`config.mk`:
```
export PLATFORM = sky130hd
export DESIGN_NAME = bubbledrive_power_supervisor
export DESIGN_NICKNAME = d
export VERILOG_FILES = /design/src/rtl/bubbledrive_power_supervisor.sv
export SDC_FILE = /design/constraint.sdc
export NUM_CORES = 1
export LEC_CHECK = 0
export CORE_UTILIZATION = 37
export DETAILED_ROUTE_END_ITERATION = 6
export PLACE_DENSITY = 0.66
export SLEW_MARGIN = 20
export SYNTH_ARGS = -nofsm -noshare
export SYNTH_HDL_FRONTEND = slang
export SYNTH_SLANG_ARGS = --single-unit
```
`constraint.sdc`:
```
create_clock -name MCLK -period 2.05 [get_ports MCLK]
set_clock_uncertainty 0.15 [all_clocks]
set_input_delay 0.3075 -clock MCLK [delete_from_list [all_inputs] [get_ports MCLK]]
set_output_delay 0.3075 -clock MCLK [all_outputs]
set_load 0.01 [all_outputs]
```
`src/rtl/bubbledrive_power_supervisor.sv`:
```
// rtl/bubbledrive_power_supervisor.sv - BubbleDrive8 power/mode supervisor
// Filters PWRSTAT/MRST, picks emulator/MPSSE/error mode, drives enables and LEDs.
module bubbledrive_power_supervisor #(
  parameter int DEBOUNCE_CYCLES   = 4800,
  parameter int SETTLE_CYCLES     = 480000,
  parameter int BLINK_HALF_CYCLES = 48000000,
  parameter int SETTINGS_W        = 10
) (
  input  logic                  MCLK,
  input  logic                  nRESET,
  input  logic                  PWRSTAT,
  input  logic                  MRST,
  input  logic [SETTINGS_W-1:0] DIP_IN,
  output logic [SETTINGS_W-1:0] SETTINGS,
  output logic [2:0]            STATE,
  output logic                  nEMUCORE_EN,
  output logic                  nTEMPSENSE_EN,
  output logic                  nFIFO_EN,
  output logic                  nMPSSE_EN,
  output logic                  nLED_PWROK,
  output logic                  nLED_STANDBY,
  output logic                  nLED_DELAYING
);

  localparam int DEB_W   = $clog2(DEBOUNCE_CYCLES + 3);
  localparam int SET_W   = $clog2(SETTLE_CYCLES + 1);
  localparam int BLINK_W = $clog2(BLINK_HALF_CYCLES + 1);

  localparam logic [DEB_W-1:0]   DEB_LAST    = DEB_W'(DEBOUNCE_CYCLES - 1);
  localparam logic [DEB_W-1:0]   START_LAST  = DEB_W'(DEBOUNCE_CYCLES + 1);
  localparam logic [SET_W-1:0]   SETTLE_LAST = SET_W'(SETTLE_CYCLES - 1);
  localparam logic [BLINK_W-1:0] BLINK_LAST  = BLINK_W'(BLINK_HALF_CYCLES - 1);

  typedef enum logic [2:0] {
    ST_RESET      = 3'd0,
    ST_EVAL       = 3'd1,
    ST_EMU_SETTLE = 3'd2,
    ST_EMU_RUN    = 3'd3,
    ST_MPSSE      = 3'd5,
    ST_ERR_BOARD  = 3'd6,
    ST_ERR_AMBIG  = 3'd7
  } state_t;

  state_t             state;
  logic [1:0]         raw_in;
  logic [1:0]         sync_1;
  logic [1:0]         sync_2;
  logic [1:0]         filt;
  logic [DEB_W-1:0]   deb_cnt [2];
  logic [DEB_W-1:0]   start_cnt;
  logic               valid;
  logic [SET_W-1:0]   settle_cnt;
  logic [BLINK_W-1:0] blink_cnt;
  logic               blink;
  logic               blink_run;

  // bit 1 carries PWRSTAT, bit 0 carries MRST, so filt reads directly as PM
  assign raw_in    = {PWRSTAT, MRST};
  assign STATE     = state;
  assign blink_run = (state == ST_MPSSE) || (state == ST_ERR_BOARD) || (state == ST_ERR_AMBIG);

  always_ff @(posedge MCLK or negedge nRESET) begin
    if (!nRESET) begin
      sync_1     <= '0;
      sync_2     <= '0;
      filt       <= '0;
      deb_cnt[0] <= '0;
      deb_cnt[1] <= '0;
    end else begin
      sync_1 <= raw_in;
      sync_2 <= sync_1;
      for (int i = 0; i < 2; i++) begin
        if (sync_2[i] == filt[i]) begin
          deb_cnt[i] <= '0;
        end else if (deb_cnt[i] == DEB_LAST) begin
          filt[i]    <= sync_2[i];
          deb_cnt[i] <= '0;
        end else begin
          deb_cnt[i] <= deb_cnt[i] + DEB_W'(1);
        end
      end
    end
  end

  // Hold the FSM in RESET until the synchronisers and filters have had time to settle
  always_ff @(posedge MCLK or negedge nRESET) begin
    if (!nRESET) begin
      start_cnt <= '0;
      valid     <= 1'b0;
    end else if (!valid) begin
      if (start_cnt == START_LAST) begin
        valid <= 1'b1;
      end
      start_cnt <= start_cnt + DEB_W'(1);
    end
  end

  always_ff @(posedge MCLK or negedge nRESET) begin
    if (!nRESET) begin
      state         <= ST_RESET;
      settle_cnt    <= '0;
      SETTINGS      <= '0;
      nEMUCORE_EN   <= 1'b1;
      nTEMPSENSE_EN <= 1'b1;
      nFIFO_EN      <= 1'b1;
      nMPSSE_EN     <= 1'b1;
      nLED_PWROK    <= 1'b1;
      nLED_STANDBY  <= 1'b1;
      nLED_DELAYING <= 1'b1;
    end else begin
      case (state)
        ST_RESET: begin
          SETTINGS <= ~DIP_IN;
          if (valid) begin
            state <= ST_EVAL;
          end
        end
        ST_EVAL: begin
          case (filt)
            2'b00:   state <= ST_EMU_SETTLE;
            2'b01:   state <= ST_ERR_BOARD;
            2'b10:   state <= ST_ERR_AMBIG;
            default: state <= ST_MPSSE;
          endcase
        end
        ST_EMU_SETTLE: begin
          if (filt != 2'b00) begin
            state <= ST_RESET;
          end else if (settle_cnt == SETTLE_LAST) begin
            state <= ST_EMU_RUN;
          end
        end
        ST_EMU_RUN: begin
          if (filt != 2'b00) begin
            state <= ST_RESET;
          end
        end
        ST_MPSSE: begin
          if (filt != 2'b11) begin
            state <= ST_RESET;
          end
        end
        ST_ERR_BOARD: begin
          if (!filt[0]) begin
            state <= ST_RESET;
          end
        end
        ST_ERR_AMBIG: begin
          if (filt != 2'b10) begin
            state <= ST_RESET;
          end
        end
        default: state <= ST_RESET;
      endcase

      if ((state == ST_EMU_SETTLE) && (filt == 2'b00) && (settle_cnt != SETTLE_LAST)) begin
        settle_cnt <= settle_cnt + SET_W'(1);
      end else begin
        settle_cnt <= '0;
      end

      nEMUCORE_EN   <= (state != ST_EMU_RUN);
      nTEMPSENSE_EN <= (state != ST_EMU_RUN);
      nFIFO_EN      <= (state != ST_EMU_RUN);
      nMPSSE_EN     <= (state != ST_MPSSE);
      nLED_DELAYING <= !((state == ST_EMU_SETTLE) || (state == ST_EMU_RUN));
      nLED_STANDBY  <= (state == ST_MPSSE) ? blink : 1'b1;
      case (state)
        ST_EMU_RUN, ST_MPSSE:        nLED_PWROK <= 1'b0;
        ST_ERR_BOARD, ST_ERR_AMBIG:  nLED_PWROK <= blink;
        default:                     nLED_PWROK <= 1'b1;
      endcase
    end
  end

  always_ff @(posedge MCLK or negedge nRESET) begin
    if (!nRESET) begin
      blink     <= 1'b1;
      blink_cnt <= '0;
    end else if (!blink_run) begin
      blink     <= 1'b1;
      blink_cnt <= '0;
    end else if (blink_cnt == BLINK_LAST) begin
      blink     <= ~blink;
      blink_cnt <= '0;
    end else begin
      blink_cnt <= blink_cnt + BLINK_W'(1);
    end
  end

endmodule

```
==> results.py, run 1 <==
metrics = {
    "sta": {
        "period_needed_ps": 2080,
        "post-route-period-util": 1.01,
        "hold_viol": 0,
        "slew_viol_final": 0,
        "rsz0062_at_grt": "true",
        "setup_viol": 3,
        "setup_ws_ps": -28.9,
        "slew_headroom": 0.615,
        "tns_ps": -44.1,
        "fmax_ghz": 0.481,
        "worst_pin_slew_ps": 577,
    },
    "floorplan": {
        "die_h_um": 121,
        "start_util": 0.386,
        "core_um2": 13500,
        "placementRows": 42,
        "die_x_um": 121,
        "dieArea_um2": 14600,
        "boundaryPins": 34,
    },
    "grt": {
        "grt_pass1_vias": 3915,
        "grt_util_all_layers": 0.157,
        "antenna_found_initial": 0,
        "grt_pass1_wl_um": 18500,
        "grt_overflow": 0,
        "grt_max_degree": 57,
    },
    "synthesis": {
        "yosys.area_share.simple": 0.239,
        "synth_edf_count": 0,
        "syn_area_per_cell_um2": 10.2,
        "yosys_warnings": 0,
        "synth_top_family_by_area": "simple AND/OR/NAND/NOR gates",
        "synth_mux_area_frac": 0.00817,
        "synthAdderAreaFrac": 0.0144,
        "synthXorXnorAreaFrac": 0.0941,
        "synth-compound-area-share": 0.0848,
        "ys_seq_area_frac": 0.530,
        "ys_async_sr_fraction": 1.00,
        "syn_area_um2": 5210,
        "syn_inst": 510,
        "synth.distinct_cells": 50,
        "synth-seq-cells": 110,
        "ys.flop_type": "dfrtp_1",
        "synth_nets": 530,
    },
    "power": {
        "irDropWorstVdd_v": 0.000409,
        "leakagePower_nw": 2.49,
        "power.density_nw_per_um2": 629,
    },
    "place": {
        "dp_cells": 735,
        "portBuffers": 33,
        "gp_congestion": 0.805,
        "dp_hpwl_um": 7180,
    },
    "flow_run": {
        "max_cap_viol_count": 0,
    },
    "clock_network": {
        "tritoncts": "done",
        "htree_levels": 3,
        "cts_root_buffer": "clkbuf_16",
        "clk_pin_slew_ps": 70,
        "clkLatencyLatePin_ps": 340,
        "clockBufferDepth": 2,
        "cts_sinks": 110,
        "cts_buffers": 9,
    },
    "route": {
        "drtIter0Drc": 230,
        "route.vias.total": 3999,
        "vias_per_cell": 5.26,
        "routed_wl_um": 10600,
        "drtAntennaViolNets": 0,
        "avgRoutedWirePerCell_um": 14.0,
        "dr.pass1.iters": 5,
        "drc_errors": 0,
    },
    "critical_path": {
        "arrival_ps": 2180,
        "startpoint_type": "register",
        "worstSetupPathType": "reg -> reg",
        "critPathRequiredTime_ps": 2160,
        "cp-end-kind": "register",
        "slowest_stage": "or4_4",
        "path_cells": "ha_4 -> nand4_4 -> or4_4 -> or4_1 -> a211oi_2",
        "cp_max_fo": 6,
        "slowest_delay_ps": 470,
    },
    "outcome": {
        "outcome": "finished with violations",
        "violations": "setup timing",
    },
    "worst_hold_path": {
        "min-delay-path-class": "in -> async",
    },
    "final_layout": {
        "synthToLayoutAreaGrowth_pct": 24.6,
        "n_fill_cell": 1200,
        "drive_above_1_share": 0.180,
        "fin_util": 0.481,
        "finalNonFillerCells": 760,
        "n_antenna_cell": 0,
        "nNetsFinal": 599,
    },
}
## metal layers
layer / vias to the layer above / track usage / wire length (µm)
li1: 1959 / - / -
met1: 1956 / 0.204 / 4890
met2: 68 / 0.259 / 5290
met3: 16 / 0.0330 / 280
met4: 0 / 0.0540 / 151
met5: - / 0 / 0
## placed cells by master (no fill, tap or decap), types with 6 or more instances in the layout
master / synthesis / routed
a21oi_1: 8 / 8
clkdlybuf4s50_1: 0 / 32
nand2_1: 40 / 40
nor3_1: 21 / 21
clkbuf_16: 0 / 9
dfrtp_1: 104 / 104
o31ai_1: 8 / 6
nand3_1: 26 / 24
inv_1: 15 / 15
or3_1: 15 / 14
or4_1: 13 / 11
xnor2_1: 37 / 37
a211oi_2: 3 / 12
nor4_1: 8 / 7
buf_4: 2 / 42
xor2_1: 19 / 19
o21ai_0: 26 / 25
dfstp_2: 6 / 6
nor2_1: 51 / 51
nand4_1: 18 / 18
## cells in the mapped netlist, types with 4 or more instances
library cell  number  area, µm²
dfstp_2            6        158
xnor2_1           37        324
clkbuf_1          14       52.6
and4_1             5       43.8
or2_2              4       25.0
o31ai_1            8       60.1
ha_1               6       75.1
nand4_1           18        113
a21oi_1            8       40.0
nor4_1             8       50.1
buf_2              4       20.0
inv_1             15       56.3
dfrtp_1          104       2600
or4_1             13       97.6
a211oi_1          12       90.1
nand2_1           40        150
nor2_1            51        191
nor3_1            21        105
nand3_1           26        130
o21ai_0           26        130
and3_1             5       31.3
or3_1             15       93.8
xor2_1            19        166
## sequential cells by signal (all words and copies together) (netlist names), 2 cells and up
signal,flops
sync_1,2
settle_cnt,19
blink_cnt,26
SETTINGS,10
filt,2
start_cnt,13
STATE,3
deb_cnt,26
sync_2,2
## worst paths after layout
| check | startpoint | endpoint | slack [ps] | cells past startpoint |
|---|---|---|---|---|
| max | blink_cnt[0] | blink_cnt[22] | -30 | 5 |
| min | nRESET | SETTINGS[2] | 190 | 2 |
| max reg2reg | blink_cnt[0] | blink_cnt[22] | -30 | 5 |
| min reg2reg | sync_1[1] | sync_2[1] | 210 | 0 |
| max in group asynchronous | nRESET | nLED_PWROK | 990 | 3 |
| min in group MCLK | sync_1[1] | sync_2[1] | 210 | 0 |
## final cells by class
class,instances,area [µm²],share of cell area
repair buffers,78,697,0.107
clock buffers,9,225,0.0347
well taps,176,220,0.0339
multi-input cells,365,2460,0.379
inverters,15,56.3,0.00867
clock inverters,7,75.1,0.0116
flip-flops and latches,110,2760,0.425
## where the power goes
| part | total [mW] | switching, mW | internal [mW] |
|---|---|---|---|
| logic | 0.135 | 0.0729 | 0.0617 |
| clock network | 1.74 | 0.790 | 0.950 |
| registers | 2.21 | 0.0183 | 2.19 |
| total | 4.09 | 0.882 | 3.20 |
## per-stage QoR
stage          worst slack [ps]  instance area, µm²  hold WS [ps]  power (mW)
2_1_floorplan              5.14                5240          -138        2.28
3_3_place_gp               2.82                5990         -2.18        2.39
3_5_place_dp              -76.0                5990         -1.47        2.39
4_1_cts                   -5.00                6380           187        4.14
5_1_grt                   -91.4                6490           189        4.23
6_report                  -28.9                6490           187        4.09
## critical path, delay by kind of cell (launching register included)
family | cells | cell delay, ps
AND/OR/NAND/NOR | 3 | 1030
flip-flops | 1 | 420
AO/OA/AOI/OAI | 1 | 220
adder cells (fa/ha/maj) | 1 | 170
## cell families (layout without fill, tap and decap cells)
group,Yosys count,count (layout)
fa+ha+maj,6,6
simple gates,231,232
buf+inv,36,109
compound gates,67,67
mux,4,4
xor+xnor,56,56
flops,110,110
## repair_timing
item	in CTS	in global routing
endpoints found under the setup margin	15	27
endpoints found under the hold margin	104	0
pin swaps	0	4
hold buffers	1	0
resized for setup	8	19
setup buffers	5	2
gates cloned	1	0
Power figures use the tool's default switching activity.
==> run 2, diff against run 1 <==
--- a/config.mk
+++ b/config.mk
@@ -5,6 +5,7 @@
 export SDC_FILE = /design/constraint.sdc
 export NUM_CORES = 1
 export LEC_CHECK = 0
+export CORE_ASPECT_RATIO = 0.7
 export CORE_UTILIZATION = 37
 export DETAILED_ROUTE_END_ITERATION = 6
 export PLACE_DENSITY = 0.66
==> run 2 against run 1 <==
- the run still ends with setup timing left
- power is 6.4% higher
- maximum frequency down 2.0%
- register-to-register slack worse by 40 ps
- routed wire length up 6.3%
- final cell count is 1.8% higher
- final area rose by 1.8%
- global-route usage rose by 0.95 points
- via count increased by 1.7%
- core utilization increased by 1.1 points
- worst setup slack worse by 41 ps
==> results.py, run 2 (synthesis results as in run 1) <==
metrics = {
    "sta": {
        "period_needed_ps": 2120,
        "hold_viol": 0,
        "setup_ws_ps": -70.4,
        "slew_viol_final": 0,
        "setup_viol": 6,
        "fmax_ghz": 0.472,
        "worst_pin_slew_ps": 505,
        "rsz0062_at_grt": "true",
        "slew_headroom": 0.663,
        "fin_hold_ws_ps": 204,
        "tns_ps": -208,
        "post-route-period-util": 1.03,
    },
    "worst_hold_path": {
        "min-delay-path-class": "reg -> reg",
    },
    "final_layout": {
        "synthToLayoutAreaGrowth_pct": 26.8,
        "final_common_cell": "dfrtp_1",
        "finalNonFillerCells": 774,
        "final_cell_mix": "101 x dfrtp_1, 51 x nor2_1, 45 x buf_4",
        "n_antenna_cell": 0,
        "fin_util": 0.491,
        "top_regs": "blink_cnt: 26 flops, deb_cnt: 26 flops, settle_cnt: 19 flops",
        "nNetsFinal": 604,
        "drive_above_1_share": 0.200,
        "n_fill_cell": 1214,
        "finalInstanceArea_um2": 6610,
    },
    "clock_network": {
        "htree_levels": 3,
        "cts_buffers": 9,
        "clk_pin_slew_ps": 70,
        "clkLatencyLatePin_ps": 350,
        "clockBufferDepth": 2,
        "cts_sinks": 110,
        "tritoncts": "done",
        "cts_root_buffer": "clkbuf_16",
    },
    "power": {
        "pwr-share-comb": 0.031,
        "irDropWorstVdd_v": 0.000420,
        "finalPower_mw": 4.35,
        "leakagePower_nw": 2.54,
        "seqPwrFrac": 0.509,
        "clockPowerShare": 0.460,
        "power.density_nw_per_um2": 658,
        "switchingPower_mw": 0.863,
        "p_sw_frac": 0.199,
        "p_int_mw": 3.48,
    },
    "outcome": {
        "violations": "setup timing",
        "outcome": "finished with violations",
    },
    "route": {
        "drtAntennaViolNets": 0,
        "vias_per_cell": 5.25,
        "drtIter0Drc": 310,
        "dr.pass1.iters": 5,
        "route.vias.total": 4065,
        "avgRoutedWirePerCell_um": 14.6,
        "drc_errors": 0,
        "routed_wl_um": 11300,
    },
    "critical_path": {
        "cp_max_fo": 7,
        "cp_common_cell": "or4_4",
        "arrival_ps": 2220,
        "cp-end-kind": "register",
        "critPathRequiredTime_ps": 2150,
        "path_cells": "buf_6 -> nand4_1 -> or4_4 -> or4_4 -> a211oi_2",
        "startpoint_type": "register",
        "worstSetupPathType": "reg -> reg",
        "slowest_delay_ps": 520,
        "slowest_stage": "or4_4",
    },
    "place": {
        "gp_congestion": 0.842,
        "dp_cells": 742,
        "dp_hpwl_um": 7370,
        "dp_slack_ps": -63.5,
        "placed_cell_area_um2": 5990,
        "portBuffers": 33,
    },
    "grt": {
        "antenna_found_initial": 0,
        "grt_pass1_vias": 4024,
        "grt_util_all_layers": 0.167,
        "grt_overflow": 0,
        "grt_pass1_wl_um": 19300,
        "grt_max_degree": 48,
    },
    "floorplan": {
        "die_h_um": 101,
        "placementRows": 35,
        "core_um2": 13400,
        "dieArea_um2": 14600,
        "die_x_um": 144,
        "boundaryPins": 34,
        "start_util": 0.388,
    },
    "flow_run": {
        "max_cap_viol_count": 0,
    },
}
## run 2: cell count changes in the layout (fill, tap and decap cells not counted), sizes merged
cell,previous run,this run
clkbuf,9,11
buf,45,50
clkinvlp,3,1
bufinv,1,3
clkinv,3,1
## run 2: timing repair
item | 4_1_cts | 5_1_grt
pin swaps | 3 | 6
resized for setup | 14 | 22
endpoints found under the hold margin | 19 | 0
buffers inserted | 7 | 7
endpoints found under the setup margin | 20 | 43
cloned | 1 | 0
hold buffers | 1 | 0
## run 2: path summary, 6_finish.rpt
kind,startpoint,to,slack [ps],depth (start not counted)
worst min register to register,sync_1[0],sync_2[0],200,0
worst max-delay path,blink_cnt[1],blink_cnt[23],-70,5
min in group asynchronous,nRESET,deb_cnt[4],250,2
max in group asynchronous,nRESET,nLED_DELAYING,780,3
worst max register to register,blink_cnt[1],blink_cnt[23],-70,5
worst min-delay path,sync_1[0],sync_2[0],200,0
## run 2: layout make-up
type	count	area (µm²)	area share
Tap cell	185	231	0.0350
Inverter	15	56.3	0.00852
Clock inverter	5	106	0.0161
Timing Repair Buffer	83	742	0.112
Multi-Input combinational cell	365	2460	0.373
Sequential cell	110	2760	0.418
Clock buffer	11	243	0.0367
## run 2: power groups by stage
stage               clock [mW]  sequential, mW  combinational, mW
CTS                       2.07            2.21              0.141
global route              2.16            2.21              0.154
detailed placement           0            2.25              0.138
finish                    2.00            2.21              0.135
global placement             0            2.25              0.135
floorplan                    0            2.25             0.0292
## run 2: metal layers
layer / track usage / wire length, µm / vias up / part of all wire
met1: 0.233 / 5420 / 1993 / 0.48
met4: 0.0417 / 150 / 0 / 0.013
met2: 0.263 / 5270 / 86 / 0.47
met3: 0.0359 / 428 / 17 / 0.038
li1: - / - / 1969 / -
met5: 0 / 0 / - / 0
## run 2: worst max-delay path, delay by kind of cell, from the launching register on
kind            cells  cell delay (ps)
buf+inv             1              110
compound gates      1              250
simple gates        3             1110
flops               1              400
